File: src/rtl/stopwatch_lap_ctrl.sv
// Stopwatch controller: run/pause/clear FSM, lap capture memory and lap review display select.
// Latency: every output is registered, so a button event shows its effect one clk after it is sampled.
// Backpressure: none; each button rising edge is acted on or dropped in the cycle it is sampled.
module stopwatch_lap_ctrl #(
    parameter int TIME_W   = 24,
    parameter int NUM_LAPS = 4,
    parameter int IDX_W    = 2
) (
    input  logic              clk,
    input  logic              rst,
    input  logic              start_stop,
    input  logic              lap,
    input  logic              clear,
    input  logic [TIME_W-1:0] time_in,
    output logic              running,
    output logic              counter_clear,
    output logic [TIME_W-1:0] disp_time,
    output logic              disp_is_lap,
    output logic [IDX_W-1:0]  disp_idx,
    output logic [IDX_W:0]    lap_count,
    output logic              lap_full,
    output logic              lap_overflow
);

    typedef enum logic [1:0] {
        S_IDLE   = 2'd0,
        S_RUN    = 2'd1,
        S_PAUSE  = 2'd2,
        S_REVIEW = 2'd3
    } state_t;

    state_t             state_q, state_d;
    logic               ss_prev_q, lap_prev_q, clr_prev_q;
    logic               running_q, running_d;
    logic               counter_clear_q, counter_clear_d;
    logic [TIME_W-1:0]  disp_time_q, disp_time_d;
    logic               disp_is_lap_q, disp_is_lap_d;
    logic [IDX_W-1:0]   disp_idx_q, disp_idx_d;
    logic [IDX_W:0]     lap_count_q, lap_count_d;
    logic               lap_overflow_q, lap_overflow_d;
    logic [TIME_W-1:0]  mem_q [NUM_LAPS];
    logic               mem_we;
    logic               illegal;

    // Raw rising edges, then priority: clear beats start_stop beats lap.
    logic raw_ss, raw_lap, raw_clr;
    logic ev_ss, ev_lap, ev_clr;
    assign raw_ss  = start_stop & ~ss_prev_q;
    assign raw_lap = lap & ~lap_prev_q;
    assign raw_clr = clear & ~clr_prev_q;
    assign ev_clr  = raw_clr;
    assign ev_ss   = raw_ss & ~raw_clr;
    assign ev_lap  = raw_lap & ~raw_ss & ~raw_clr;

    assign lap_full = (lap_count_q == (IDX_W+1)'(NUM_LAPS));

    // Next-state, lap bookkeeping and registered output values.
    always_comb begin
        state_d         = state_q;
        counter_clear_d = 1'b0;
        lap_overflow_d  = 1'b0;
        lap_count_d     = lap_count_q;
        disp_idx_d      = disp_idx_q;
        mem_we          = 1'b0;
        illegal         = 1'b0;
        case (state_q)
            S_IDLE: begin
                if (ev_clr) begin
                    counter_clear_d = 1'b1;
                end else if (ev_ss) begin
                    state_d = S_RUN;
                end
            end
            S_RUN: begin
                if (ev_ss) begin
                    state_d = S_PAUSE;
                end else if (ev_lap) begin
                    if (!lap_full) begin
                        mem_we      = 1'b1;
                        lap_count_d = lap_count_q + (IDX_W+1)'(1);
                    end else begin
                        lap_overflow_d = 1'b1;
                    end
                end
            end
            S_PAUSE, S_REVIEW: begin
                if (ev_clr) begin
                    state_d         = S_IDLE;
                    counter_clear_d = 1'b1;
                    lap_count_d     = '0;
                end else if (ev_ss) begin
                    state_d = S_RUN;
                end else if (ev_lap) begin
                    if (state_q == S_PAUSE) begin
                        if (lap_count_q != '0) begin
                            state_d    = S_REVIEW;
                            disp_idx_d = '0;
                        end
                    end else if ({1'b0, disp_idx_q} == lap_count_q - (IDX_W+1)'(1)) begin
                        // Last stored lap shown: fall back to the live display.
                        state_d    = S_PAUSE;
                        disp_idx_d = '0;
                    end else begin
                        disp_idx_d = disp_idx_q + IDX_W'(1);
                    end
                end
            end
            default: begin
                state_d     = S_IDLE;
                lap_count_d = '0;
                illegal     = 1'b1;
            end
        endcase
        running_d     = (state_d == S_RUN);
        disp_is_lap_d = (state_d == S_REVIEW);
        if (!disp_is_lap_d) begin
            disp_idx_d = '0;
        end
        if (illegal) begin
            disp_time_d = '0;
        end else if (disp_is_lap_d) begin
            disp_time_d = mem_q[disp_idx_d];
        end else begin
            disp_time_d = time_in;
        end
    end

    // State, edge-detect and output registers with synchronous reset.
    always_ff @(posedge clk) begin
        if (rst) begin
            state_q         <= S_IDLE;
            ss_prev_q       <= 1'b0;
            lap_prev_q      <= 1'b0;
            clr_prev_q      <= 1'b0;
            running_q       <= 1'b0;
            counter_clear_q <= 1'b0;
            disp_time_q     <= '0;
            disp_is_lap_q   <= 1'b0;
            disp_idx_q      <= '0;
            lap_count_q     <= '0;
            lap_overflow_q  <= 1'b0;
        end else begin
            state_q         <= state_d;
            ss_prev_q       <= start_stop;
            lap_prev_q      <= lap;
            clr_prev_q      <= clear;
            running_q       <= running_d;
            counter_clear_q <= counter_clear_d;
            disp_time_q     <= disp_time_d;
            disp_is_lap_q   <= disp_is_lap_d;
            disp_idx_q      <= disp_idx_d;
            lap_count_q     <= lap_count_d;
            lap_overflow_q  <= lap_overflow_d;
        end
    end

    // Lap memory: contents are don't-care after reset, so no reset here.
    always_ff @(posedge clk) begin
        if (!rst && mem_we) begin
            mem_q[lap_count_q[IDX_W-1:0]] <= time_in;
        end
    end

    assign running       = running_q;
    assign counter_clear = counter_clear_q;
    assign disp_time     = disp_time_q;
    assign disp_is_lap   = disp_is_lap_q;
    assign disp_idx      = disp_idx_q;
    assign lap_count     = lap_count_q;
    assign lap_overflow  = lap_overflow_q;

endmodule

File: config.mk
export PLATFORM = sky130hd
export DESIGN_NAME = stopwatch_lap_ctrl
export DESIGN_NICKNAME = d
export VERILOG_FILES = /design/src/rtl/stopwatch_lap_ctrl.sv
export SDC_FILE = /design/constraint.sdc
export NUM_CORES = 1
export LEC_CHECK = 0
export ABC_AREA = 0
export CORE_UTILIZATION = 60
export CTS_BUF_LIST = sky130_fd_sc_hd__clkbuf_4
export CTS_CLUSTER_DIAMETER = 30
export DETAILED_ROUTE_END_ITERATION = 16
export PLACE_DENSITY = 0.92
export SYNTH_ARGS = -nofsm -noshare
export SYNTH_HDL_FRONTEND = slang
export SYNTH_SLANG_ARGS = --single-unit
File: constraint.sdc
create_clock -name clk -period 4.3 [get_ports clk]
set_input_delay 0.86 -clock clk [delete_from_list [all_inputs] [get_ports clk]]
set_output_delay 0.86 -clock clk [all_outputs]
set_load 0.005 [all_outputs]
Word level (Yosys, flattened, before mapping)
Memories as Yosys holds them, arrays and structs flattened.
Cells that the tools add are included.
{"block": "word_totals", "out_inout_bits": 34, "wordCells": 82, "memories": 1, "in_bits": 29, "regBits": 38, "ram_bits": 96}
{"block": "classes", "n_mux": 32, "n_reduce_logical": 10, "bitwise": 14, "eq_ne": 11, "add_sub_neg": 3}
{"memory": "mem_q", "depth": 4, "width": 24, "rd": 1, "rd_ports_with_merged_regs": 0, "wr": 1, "line": "41", "rtl": "logic [TIME_W-1:0] mem_q [NUM_LAPS];"}
{"operator": "2-to-1 mux 2 bit", "n": 17}
{"operator": "2-to-1 mux 24 bit", "n": 1}
{"operator": "2-to-1 mux 3 bit", "n": 4}
{"operator": "2-to-1 mux 1 bit", "n": 8}
{"operator": "!= test 2 bit, second input constant", "n": 4}
{"operator": "NOT 1 bit", "n": 8}
{"operator": "bitwise AND 1 bit", "n": 6}
{"operator": "equality test 2 bit, second input constant", "n": 3}
{"operator": "case mux 2 bit (3 select lines)", "n": 1}
{"operator": "case mux 3 bit (2 select lines)", "n": 1}
{"operator": "AND reduction 5 bit", "n": 1}
{"operator": "equality test 2 x 1 -> 1 bit, second input constant", "n": 2}
{"operator": "OR reduction 2 bit", "n": 2}
{"operator": "OR reduction 4 bit", "n": 1}
{"operator": "adder 3 x 1 -> 3 bit, second input constant", "n": 1}
{"operator": "equality test 2 x 3 -> 1 bit", "n": 1}
{"operator": "equality test 3 bit, second input constant", "n": 1}
{"operator": "nonzero test 3 bit", "n": 1}
{"operator": "OR reduction 3 bit", "n": 1}
{"operator": "subtractor 3 x 1 -> 3 bit, second input constant", "n": 1}
{"operator": "adder 2 x 1 -> 2 bit, second input constant", "n": 1}
{"operator": "logical NOT 2 bit", "n": 1}
{"operator": "nonzero test 2 bit", "n": 1}
{"operator": "logical AND 1 bit", "n": 1}
{"operator": "logical NOT 1 bit", "n": 1}

Depth between registers and ports, before layout
Gate-level depths: netlist of run 1.
An unclocked memory read counts as a cell.
{"block": "depth", "ltp_word": 13, "ltp_mapped": 10, "mapped_depth_nobuf": 8}

Least setup slack after synthesis of run 1
Ideal clock, no wire load.
{"block": "synth_path", "path_kind": "input -> register", "startpoint": "input port clear", "endpoint": "memory mem_q[3][0] (enable)", "t_required_ps": 3917, "path_stages": 6, "n_path_buf": 1, "setup_slack_ps": 1562, "t_arrival_ps": 2355, "path_cell_list": "nor2b_1 > buf_6 > nor3_1 > nand2_1 > nor3_1 > and2_1"}
{"block": "synth_between", "elab_chain_len": 9, "word_cells_on_any_way": 10, "cone_classes": "5 x mux; 4 x bitwise; 1 x reduce/logical"}
{"item": "from (decl)", "line": "13", "rtl": "input logic clear,"}
{"item": "bitwise AND 1 bit *", "line": "50", "rtl": "assign raw_clr = clear & ~clr_prev_q;"}
{"item": "NOT 1 bit *", "line": "52, 53"}
{"item": "bitwise AND 1 bit", "line": "53", "rtl": "assign ev_lap = raw_lap & ~raw_ss & ~raw_clr;"}
{"item": "2-to-1 mux 1 bit", "line": "77", "rtl": "end else if (ev_lap) begin"}
{"item": "2-to-1 mux 1 bit *", "line": "75", "rtl": "if (ev_ss) begin"}
{"item": "2-to-1 mux 1 bit *", "line": "66", "rtl": "case (state_q)"}
{"item": "logical AND 1 bit *", "line": "159", "rtl": "if (!rst && mem_we) begin"}
{"item": "2-to-1 mux 1 bit *", "line": "159"}
{"item": "2-to-1 mux 1 bit (implied by the code) *", "line": "160", "rtl": "mem_q[lap_count_q[IDX_W-1:0]] <= time_in;"}
{"item": "to (decl)", "line": "41"}
Mark *: on every way between the ends. The rest lies on a longest branch, timed or not.

Worst setup path after layout of run 1
{"block": "layout_path", "startpoint": "input port clear", "endpoint": "register disp_time_q[11], in the netlist disp_time[11]"}
{"block": "layout_between", "elab_chain_len": 11, "word_cells_on_any_way": 19, "cone_classes": "1 x eq/ne; 13 x mux; 4 x bitwise; 1 x memory"}
{"item": "bitwise AND 1 bit *", "line": "50"}
{"item": "NOT 1 bit", "line": "52, 53"}
{"item": "bitwise AND 1 bit", "line": "53"}
{"item": "2-to-1 mux 2 bit", "line": "93", "rtl": "end else if (ev_lap) begin"}
{"item": "2-to-1 mux 2 bit", "line": "91", "rtl": "end else if (ev_ss) begin"}
{"item": "2-to-1 mux 2 bit", "line": "87", "rtl": "if (ev_clr) begin"}
{"item": "case mux 2 bit (3 select lines)", "line": "66"}
{"item": "equality test 2 bit", "line": "115", "rtl": "disp_is_lap_d = (state_d == S_REVIEW);"}
{"item": "2-to-1 mux 2 bit", "line": "116", "rtl": "if (!disp_is_lap_d) begin"}
{"item": "memory read (4 x 24 bit)"}
{"item": "2-to-1 mux 24 bit *", "line": "121", "rtl": "end else if (disp_is_lap_d) begin"}
{"item": "to (signal assigned)", "line": "149", "rtl": "disp_time_q <= disp_time_d;"}
{"item": "to (decl)", "line": "36", "rtl": "logic [TIME_W-1:0] disp_time_q, disp_time_d;"}
Marks and branches as above.
A chain may end at the register's enable or synchronous reset.

==> results of run 1 <==
## worst max-delay path by stage
stage	start	to	slack, ps	depth (start not counted)
after floorplan	clear	mem_q[3][0]	1560	6
after global placement	clear	disp_time[19]	700	8
after detailed placement	clear	disp_time[11]	510	8
after CTS	clear	disp_time[11]	1070	8
after global routing	clear	disp_time[11]	910	8
final	clear	disp_time[11]	1010	8
## where the power goes
group | internal (mW) | switching, mW | total, mW
sequential | 1.40 | 0.00866 | 1.41
clock | 0.298 | 0.489 | 0.787
combinational | 0.0640 | 0.0535 | 0.117
## per-layer routing
metal | share of wire (%) | track usage (%) | vias up
met1 | 40 | 30.2 | 1483
met4 | 1.3 | 7.58 | 0
met2 | 53 | 43.2 | 98
li1 | - | - | 1405
met3 | 5.9 | 7.89 | 14
met5 | 0 | 0 | -
## through the flow
| step | hold WS [ps] | worst slack [ps] |
|---|---|---|
| final | 561 | 1010 |
| after global routing | 598 | 905 |
| after CTS | 566 | 1070 |
| after detailed placement | 540 | 513 |
| after global placement | 519 | 698 |
| after floorplan | 508 | 1560 |
## state kept, by name, summed over array words and instances, names as in the netlist
name,cells
state_q,2
disp_is_lap,1
lap_prev_q,1
mem_q,96
running,1
counter_clear,1
ss_prev_q,1
disp_time,24
disp_idx,2
lap_count,3
lap_overflow,1
clr_prev_q,1
## area by class of cell
| cell class | instances | area [um2] | share of cell area [%] |
|---|---|---|---|
| clock buffers | 17 | 128 | 2.05 |
| well taps | 105 | 131 | 2.12 |
| clock inverters | 15 | 143 | 2.30 |
| repair buffers | 72 | 721 | 11.6 |
| flip-flops and latches | 134 | 3640 | 58.7 |
| inverters | 7 | 26.3 | 0.423 |
| multi-input cells | 168 | 1420 | 22.8 |
## worst reg2reg max path, delay by kind of cell, from the launching register on
kind            cells  cell delay (ps)
buf+inv             2              370
simple gates        3              750
flops               1              490
mux                 1              270
fa+ha+maj           1              250
compound gates      2              820
## cells in the final DEF, fill, tap and decap left out, drive strengths merged, types with 3 or more instances in the layout
cell type,count
dfxtp,38
clkdlybuf4s50,62
edfxtp,96
inv,13
o221ai,24
xnor2,3
mux2i,48
and2,5
a211oi,4
clkbuf,17
nand2,32
buf,10
clkinv,6
nand2b,4
nor3,6
nor2b,6
nand3,3
a21oi,3
nor2,5
ha,5
## logic make-up after synthesis
family | after synthesis | synth area share [%]
buffers and inverters | 24 | 3.05
and+or+nand+nor | 69 | 6.92
muxes | 48 | 9.23
AOI/OAI and AO/OA | 41 | 8.77
adders and majority gates | 5 | 1.20
DFF | 134 | 70.0
xor gates and xnor gates | 5 | 0.841
==> impl_metrics.ini, run 1 <==
[detailed_routing]
wirelength_um = 10000
viasPerCell = 5.79
via_count = 3000
post_drt_wl_per_cell_um = 19.4
detailedRoute.firstIterationViolations = 166
drtAntennaViolNets = 0
drc_violations_left = 0
first_pass_iters = 4

[cts]
cts-resized-gates = 0
cts_buffer_depth = 2
cts_root_buf = clkbuf_4
cts_setup_buffers = 0
clk_pin_slew_worst_paths_ps = 120
clock_insertion_delay_worst_skew_ps = 540
htree_depth = 4
tritoncts = yes
cts_bufs_inserted = 17
clock_sink_total = 134
postCtsHoldBufs = 0

[outcome]
status = complete, no violations

[global_route]
grt_pass1_vias = 3168
grt_pass1_wl_um = 16100
antenna_violations_before_repair = 0
grt.total_usage_pct = 25.1
grt_overflow_total = 0
grt_start_max_net_pins = 25

[sta]
finalMaxSlewViolations = 0
fin_skew_ps = 17.6
max_clock_freq_ghz = 0.304
finalHoldViolCount = 0
finalCriticalPeriod_ps = 3290
fin_tns_setup_ps = 0
setup_viol = 0
grt_setup_unrepaired = no
worst-slew-pin-transition_ps = 847
slew_headroom_pct = 42.8
post-route-period-util_pct = 76.6

[die]
io_pins = 63
die-area_um2 = 9050
fp.coreArea_um2 = 8300
initial_cell_density_of_the_core_pct = 62.7
die_h_um = 95.2
rows = 33
die_w_um = 95.2

[placed_design]
dpl_cell_area_um2 = 5940
globalplace.congestion = 0.893
placedCellCount = 486
detailedPlacementHpwl_um = 6330
portBuffers = 62

[hold_path]
min_from = mem_q[1][19]
hold_depth = 2
whs_endpoint = disp_time[19]
min-delay-path-class = register to register

[yosys]
synth-seq-cells = 134
yosys_most_used_dff = edfxtp_1
yosysWarningCount = 0
largest_area_contributor_in_the_netlist = edfxtp_1
yosys.area.top_type_share_pct = 55.4
ys_top_cells_by_count = edfxtp_1 (96), mux2i_1 (48), dfxtp_1 (38)
synth_area_um2 = 5210
synth.lib_cells_used.distinct = 38
synth_edf_count = 96
synth.most_common_cell = edfxtp_1
number_of_nets_produced_by_synthesis = 360
async_flop_share_pct = 0
proportion_of_synthesized_chip_area_in_sequential_cells_pct = 70.0
synthTopCellsByArea = edfxtp_1 (55%), dfxtp_1 (15%), mux2i_1 (9.2%)
synth_area_per_cell_um2 = 16.0
synth_cells = 326

[worst_setup_path]
setup.worst_path.class = input pin to register
reg2reg_slack_ps = 1250
critPathTopFamily = compound AO/OA/AOI/OAI gates
cp_slowest_stage_delay_ps = 590
worstPathRequired_ps = 4700
setup.worst_path.end_class = register
cp_slowest_cell = nor2b_1
timing.rr.end = disp_time[0]
worstPathBufferInverterCount = 2
worstPathMaxFanout = 24
launch_instance_of_the_worst_register_to_register_path = lap_count[0]
startpoint_type = input pin
cp_data_arrival_time_ps = 3690
ff2ff_path_depth = 9
crit_chain = clkdlybuf4s50_1, nor2b_1, o21ai_0, a31oi_1, a21boi_4, buf_4, mux2i_1, o221ai_2

[job]
max_cap_viol_count = 0

[layout]
insertedDiodeCount = 0
synthToLayoutAreaGrowth_pct = 19.3
nets = 434
final_layout_size_suffix_gt1_share_pct = 16.5
finish.utilization_pct = 74.8
fillCellCount = 513
instances_no_fill = 518
finish.instance_area_um2 = 6210

[power]
leakagePower_nw = 2.22
power_density_nw_per_um2 = 372
power.total_mw = 2.31
ir_drop_uv = 192
Power figures use the tool's default switching activity.
==> run 2, diff against run 1 <==
Settings changed: CORE_UTILIZATION 60 to 57, PLACE_DENSITY 0.92 to 0.88.
Clock period 4.3 ns to 3.2 ns, I/O delays scaled along.
==> run 2 against run 1 <==
Sequential share of layout area decreased by 1.2 points. Count of clock-buffer cells in the layout increased by 4. Non-clock buffer count increased by 11. Clock skew about the same. Via count increased by 2.6%. Design area increased by 2.2%. Sequential power increased by 34%. Utilization decreased by 2.4 points.
==> impl_metrics.ini, run 2 (synthesis gave the netlist of run 1 again) <==
[cts]
cts_root_buf = clkbuf_4
postCtsHoldBufs = 0
clk_pin_slew_worst_paths_ps = 110
cts-resized-gates = 0
tritoncts = yes
cts_bufs_inserted = 17
clock_sink_total = 134
clock_insertion_delay_worst_skew_ps = 510
cts_setup_buffers = 0
htree_depth = 4
cts_buffer_depth = 2

[layout]
fillCellCount = 580
commonest_cells_after_routing_fill_and_taps_aside = edfxtp_1 (96), clkdlybuf4s50_1 (62), mux2i_1 (48)
largest_reg_flops = 96
insertedDiodeCount = 0
nets = 445
mostFrequentLayoutCell = edfxtp_1
synthToLayoutAreaGrowth_pct = 21.9
final_layout_size_suffix_gt1_share_pct = 18.2

[power]
seq_power_share_pct = 60.9
clkPwrFrac_pct = 33.9
swShare_pct = 20.9
ir_drop_uv = 281
p_sw_mw = 0.648
leakagePower_nw = 2.28
power.share.combinational_pct = 5.2
power_density_nw_per_um2 = 489
p_int_mw = 2.46

[sta]
slew_headroom_pct = 63.7
finalHoldViolCount = 0
finalMaxSlewViolations = 0
finalCriticalPeriod_ps = 2600
worst-slew-pin-transition_ps = 538
fin_worst_hold_slack_ps = 570
fin_tns_setup_ps = 0
fin_skew_ps = 17.1
max_clock_freq_ghz = 0.385
setup_viol = 0
post-route-period-util_pct = 81.2
grt_setup_unrepaired = no

[worst_setup_path]
cp_slowest_cell = dfxtp_1
launch_instance_of_the_worst_register_to_register_path = lap_count[0]
worstPathRequired_ps = 2560
ff2ff_path_depth = 9
setup.worst_path.class = register to output port
crit_chain = inv_1, ha_1, nand2_1, inv_1, clkdlybuf4s50_1
cp_data_arrival_time_ps = 1960
setup.worst_path.end_class = output port
reg2reg_slack_ps = 620
timing.rr.end = disp_time[5]
worstPathMaxFanout = 6
startpoint_type = register
path_common_cell = inv_1
cp_slowest_stage_delay_ps = 480

[placed_design]
detailedPlacementHpwl_um = 6210
portBuffers = 62
globalplace.congestion = 0.867

[global_route]
grt_pass1_wl_um = 15800
grt_pass1_vias = 3207
grt.total_usage_pct = 22.0
antenna_violations_before_repair = 0
grt_overflow_total = 0
grt_start_max_net_pins = 25

[die]
die_h_um = 97.6
initial_cell_density_of_the_core_pct = 59.4
fp.coreArea_um2 = 8760
io_pins = 63
die_w_um = 97.6
die-area_um2 = 9520
rows = 34

[hold_path]
min-delay-path-class = register to register
hold_depth = 2
whs_endpoint = disp_time[18]
min_from = mem_q[3][18]

[detailed_routing]
first_pass_iters = 7
viasPerCell = 5.78
via_count = 3077
drc_violations_left = 0
detailedRoute.firstIterationViolations = 174
post_drt_wl_per_cell_um = 18.4
drtAntennaViolNets = 0
wirelength_um = 9790

[outcome]
status = complete, no violations

[job]
max_cap_viol_count = 0
run 2: layout make-up:
| cell class | count | area [um2] | share of cell area [%] |
|---|---|---|---|
| multi-input combinational | 168 | 1420 | 22.4 |
| inverter | 7 | 26.3 | 0.414 |
| timing repair buffer | 83 | 853 | 13.4 |
| clock inverter | 11 | 111 | 1.75 |
| sequential | 134 | 3640 | 57.4 |
| tap | 108 | 135 | 2.13 |
| clock buffer | 21 | 158 | 2.48 |
run 2: routing by layer:
| metal | share of wire, % | wire length [um] | up-vias | GRT usage, % |
|---|---|---|---|---|
| li1 | - | - | 1421 | - |
| met1 | 42 | 4080 | 1527 | 27.0 |
| met2 | 52 | 5050 | 114 | 37.4 |
| met3 | 6.0 | 585 | 15 | 6.47 |
| met4 | 0.80 | 78 | 0 | 7.01 |
| met5 | 0 | 0 | - | 0 |
run 2: power groups by stage:
stage | Clock (mW) | Combinational [mW] | Sequential (mW)
floorplan | 0 | 0.0577 | 1.93
global placement | 0 | 0.154 | 1.93
detailed placement | 0 | 0.161 | 1.93
CTS | 1.07 | 0.162 | 1.89
global route | 1.15 | 0.175 | 1.89
finish | 1.05 | 0.162 | 1.89
run 2: worst max-delay path, delay by kind of cell (launching register included):
kind	cells	cell delay [ps]
buffers and inverters	3	640
DFF	1	480
adders and majority gates	1	240
and+or+nand+nor	1	110
run 2: metrics by stage:
| stage | power, mW | setup slack [ps] | utilization (%) | instances | cell area [um2] |
|---|---|---|---|---|---|
| after floorplan | 1.98 | 682 | - | 326 | 5210 |
| final | 3.10 | 601 | 72.4 | 532 | 6350 |
| after global routing | 3.22 | 415 | 72.4 | 532 | 6350 |
| after CTS | 3.12 | 555 | 72.4 | 532 | 6350 |
| after global placement | 2.08 | 277 | 69.3 | 500 | 6080 |
| after detailed placement | 2.09 | 169 | 69.3 | 500 | 6080 |
run 2: worst max-delay path by stage:
stage	from	endpoint	slack [ps]	cells after the start
2_1_floorplan	clear	mem_q[3][0]	680	6
3_3_place_gp	clear	disp_time[4]	280	8
3_5_place_dp	clear	disp_time[5]	170	8
4_1_cts	lap_count[0]	lap_full	560	5
5_1_grt	lap_count[0]	disp_time[0]	410	9
6_report	lap_count[0]	lap_full	600	5
==> run 3, diff against run 2 <==
Settings changed: CORE_UTILIZATION 57 to 52, PLACE_DENSITY 0.88 to 0.85.
Clock period 3.2 ns to 2.34 ns, I/O delays scaled along.
==> run 3 against run 2 <==
The flow now finishes with violations (setup timing). Die area increased by 9.4%. Combinational power increased by 54%. Clock power increased by 36%. Design area increased by 6.7%. Clock skew increased by 4.8 ps. Critical path depth increased by 3. Global-route usage decreased by 0.12 points. Count of clock-buffer cells in the layout decreased by 4. Highest routed layer unchanged.
==> impl_metrics.ini, run 3 (synthesis gave the netlist of run 1 again) <==
[outcome]
status = finished, violations left
violations = setup timing

[worst_setup_path]
startpoint_type = register
setup.worst_path.end_class = register
critPathTopFamily = simple AND/OR/NAND/NOR gates
setup.worst_path.class = register to register
cp_data_arrival_time_ps = 2840
reg2reg_slack_ps = -70
launch_instance_of_the_worst_register_to_register_path = lap_count[1]
ff2ff_path_depth = 8
cp_slowest_stage_delay_ps = 430
worstPathRequired_ps = 2770
cp_slowest_cell = or3b_4
crit_chain = inv_2, ha_4, xnor2_4, or3_4, a22o_1, or3b_4, buf_6, o221ai_1
critical_path_cell_count = 8
timing.rr.end = disp_time[20]
worstPathMaxFanout = 12
worstSetupEndpoint = disp_time[20]
timing.critical_path.from = lap_count[1]
worstPathBufferInverterCount = 2

[detailed_routing]
post_drt_wl_per_cell_um = 20.1
drtAntennaViolNets = 0
detailedRoute.firstIterationViolations = 205
wirelength_um = 11600
drc_violations_left = 0
via_count = 3222
first_pass_iters = 5
viasPerCell = 5.57

[global_route]
grt_overflow_total = 0
grt_start_max_net_pins = 25
grt.total_usage_pct = 21.9
global_route.usage.met2_pct = 37.1
globalRouteMet1Util_pct = 25.2
grt_pass1_wl_um = 16000
grt_pass1_vias = 3186
grt_use_met3_pct = 6.09
grt.busiest_layer = met2
antenna_violations_before_repair = 1

[sta]
post-route-period-util_pct = 103
fin_skew_ps = 21.9
setup_slack_ps = -67.4
finalCriticalPeriod_ps = 2410
slew_headroom_pct = 71.4
grt_setup_unrepaired = yes
setup_viol = 3
finalMaxSlewViolations = 0
max_clock_freq_ghz = 0.415
fin_tns_setup_ps = -93.6
finalHoldViolCount = 0
fin_worst_hold_slack_ps = 536
worst-slew-pin-transition_ps = 424

[power]
leakagePower_nw = 2.39
seq_power_share_pct = 60.6
p_int_mw = 3.24
swShare_pct = 24.1
power.share.combinational_pct = 5.8
p_sw_mw = 1.03
clkPwrFrac_pct = 33.5
power.total_mw = 4.26
power_density_nw_per_um2 = 630
ir_drop_uv = 336

[die]
die_h_um = 102
die_w_um = 102
initial_cell_density_of_the_core_pct = 53.5
die-area_um2 = 10400
fp.coreArea_um2 = 9730
rows = 36
io_pins = 63

[cts]
cts_root_buf = clkbuf_4
cts_buffer_depth = 2
clk_pin_slew_worst_paths_ps = 120
postCtsHoldBufs = 0
clock_insertion_delay_worst_skew_ps = 540
htree_depth = 4
clock_sink_total = 134
tritoncts = yes
cts_bufs_inserted = 17

[hold_path]
min-delay-path-class = input pin to register

[placed_design]
placedCellCount = 540
dpl_cell_area_um2 = 6280
portBuffers = 62
dpl_worst_slack_ps = -650
globalplace.congestion = 0.875
detailedPlacementHpwl_um = 6720

[job]
max_cap_viol_count = 0

[layout]
largest_reg_flops = 96
mostFrequentLayoutCell = edfxtp_1
finish.instance_area_um2 = 6770
nets = 465
finish.utilization_pct = 69.6
instances_no_fill = 578
synthToLayoutAreaGrowth_pct = 30.1
final_layout_size_suffix_gt1_share_pct = 28.4
commonest_cells_after_routing_fill_and_taps_aside = edfxtp_1 (96), clkdlybuf4s50_1 (62), mux2i_1 (36)
[run 3: cell count changes in the layout (fill, tap and decap cells not counted), moves of 4 or more]
cell | before | now
mux2i_2 | 0 | 8
and2_1 | 4 | 0
mux2i_4 | 0 | 4
inv_6 | 0 | 4
clkbuf_4 | 21 | 17
buf_4 | 15 | 26
buf_12 | 6 | 10
mux2i_1 | 48 | 36
[run 3: layout make-up]
class | instances | area (um2)
fillers | 677 | 2960
clock inverters | 15 | 129
clock buffers | 17 | 128
diodes | 1 | 2.50
well taps | 133 | 166
multi-input cells | 169 | 1580
flip-flops and latches | 134 | 3650
inverters | 7 | 28.8
repair buffers | 102 | 1090
[run 3: worst min path at each step]
stage	end	start	slack, ps	cells after the start
3_5_place_dp	disp_time[20]	mem_q[1][20]	550	2
5_1_grt	lap_prev_q	lap	490	2
3_3_place_gp	disp_time[15]	mem_q[0][15]	540	2
6_report	lap_prev_q	lap	540	2
4_1_cts	lap_prev_q	lap	470	2
2_1_floorplan	disp_time[19]	mem_q[0][19]	510	2
[run 3: power by group through the flow]
stage	clock network (mW)	logic, mW	registers, mW
6_report	1.43	0.249	2.58
5_1_grt	1.56	0.266	2.59
4_1_cts	1.43	0.237	2.58
3_5_place_dp	0	0.234	2.64
3_3_place_gp	0	0.223	2.64
2_1_floorplan	0	0.0790	2.64
[run 3: repair_timing]
item | CTS | global route
pin swaps | 1 | 5
setup buffers | 1 | 1
gates cloned | 0 | 3
resized for setup | 10 | 28
endpoints found under the setup margin | 25 | 25
[run 3: layer usage]
metal | wire (um) | part of all wire (%)
met5 | 0 | 0
met4 | 217 | 1.9
met3 | 621 | 5.3
met2 | 6170 | 53
met1 | 4630 | 40
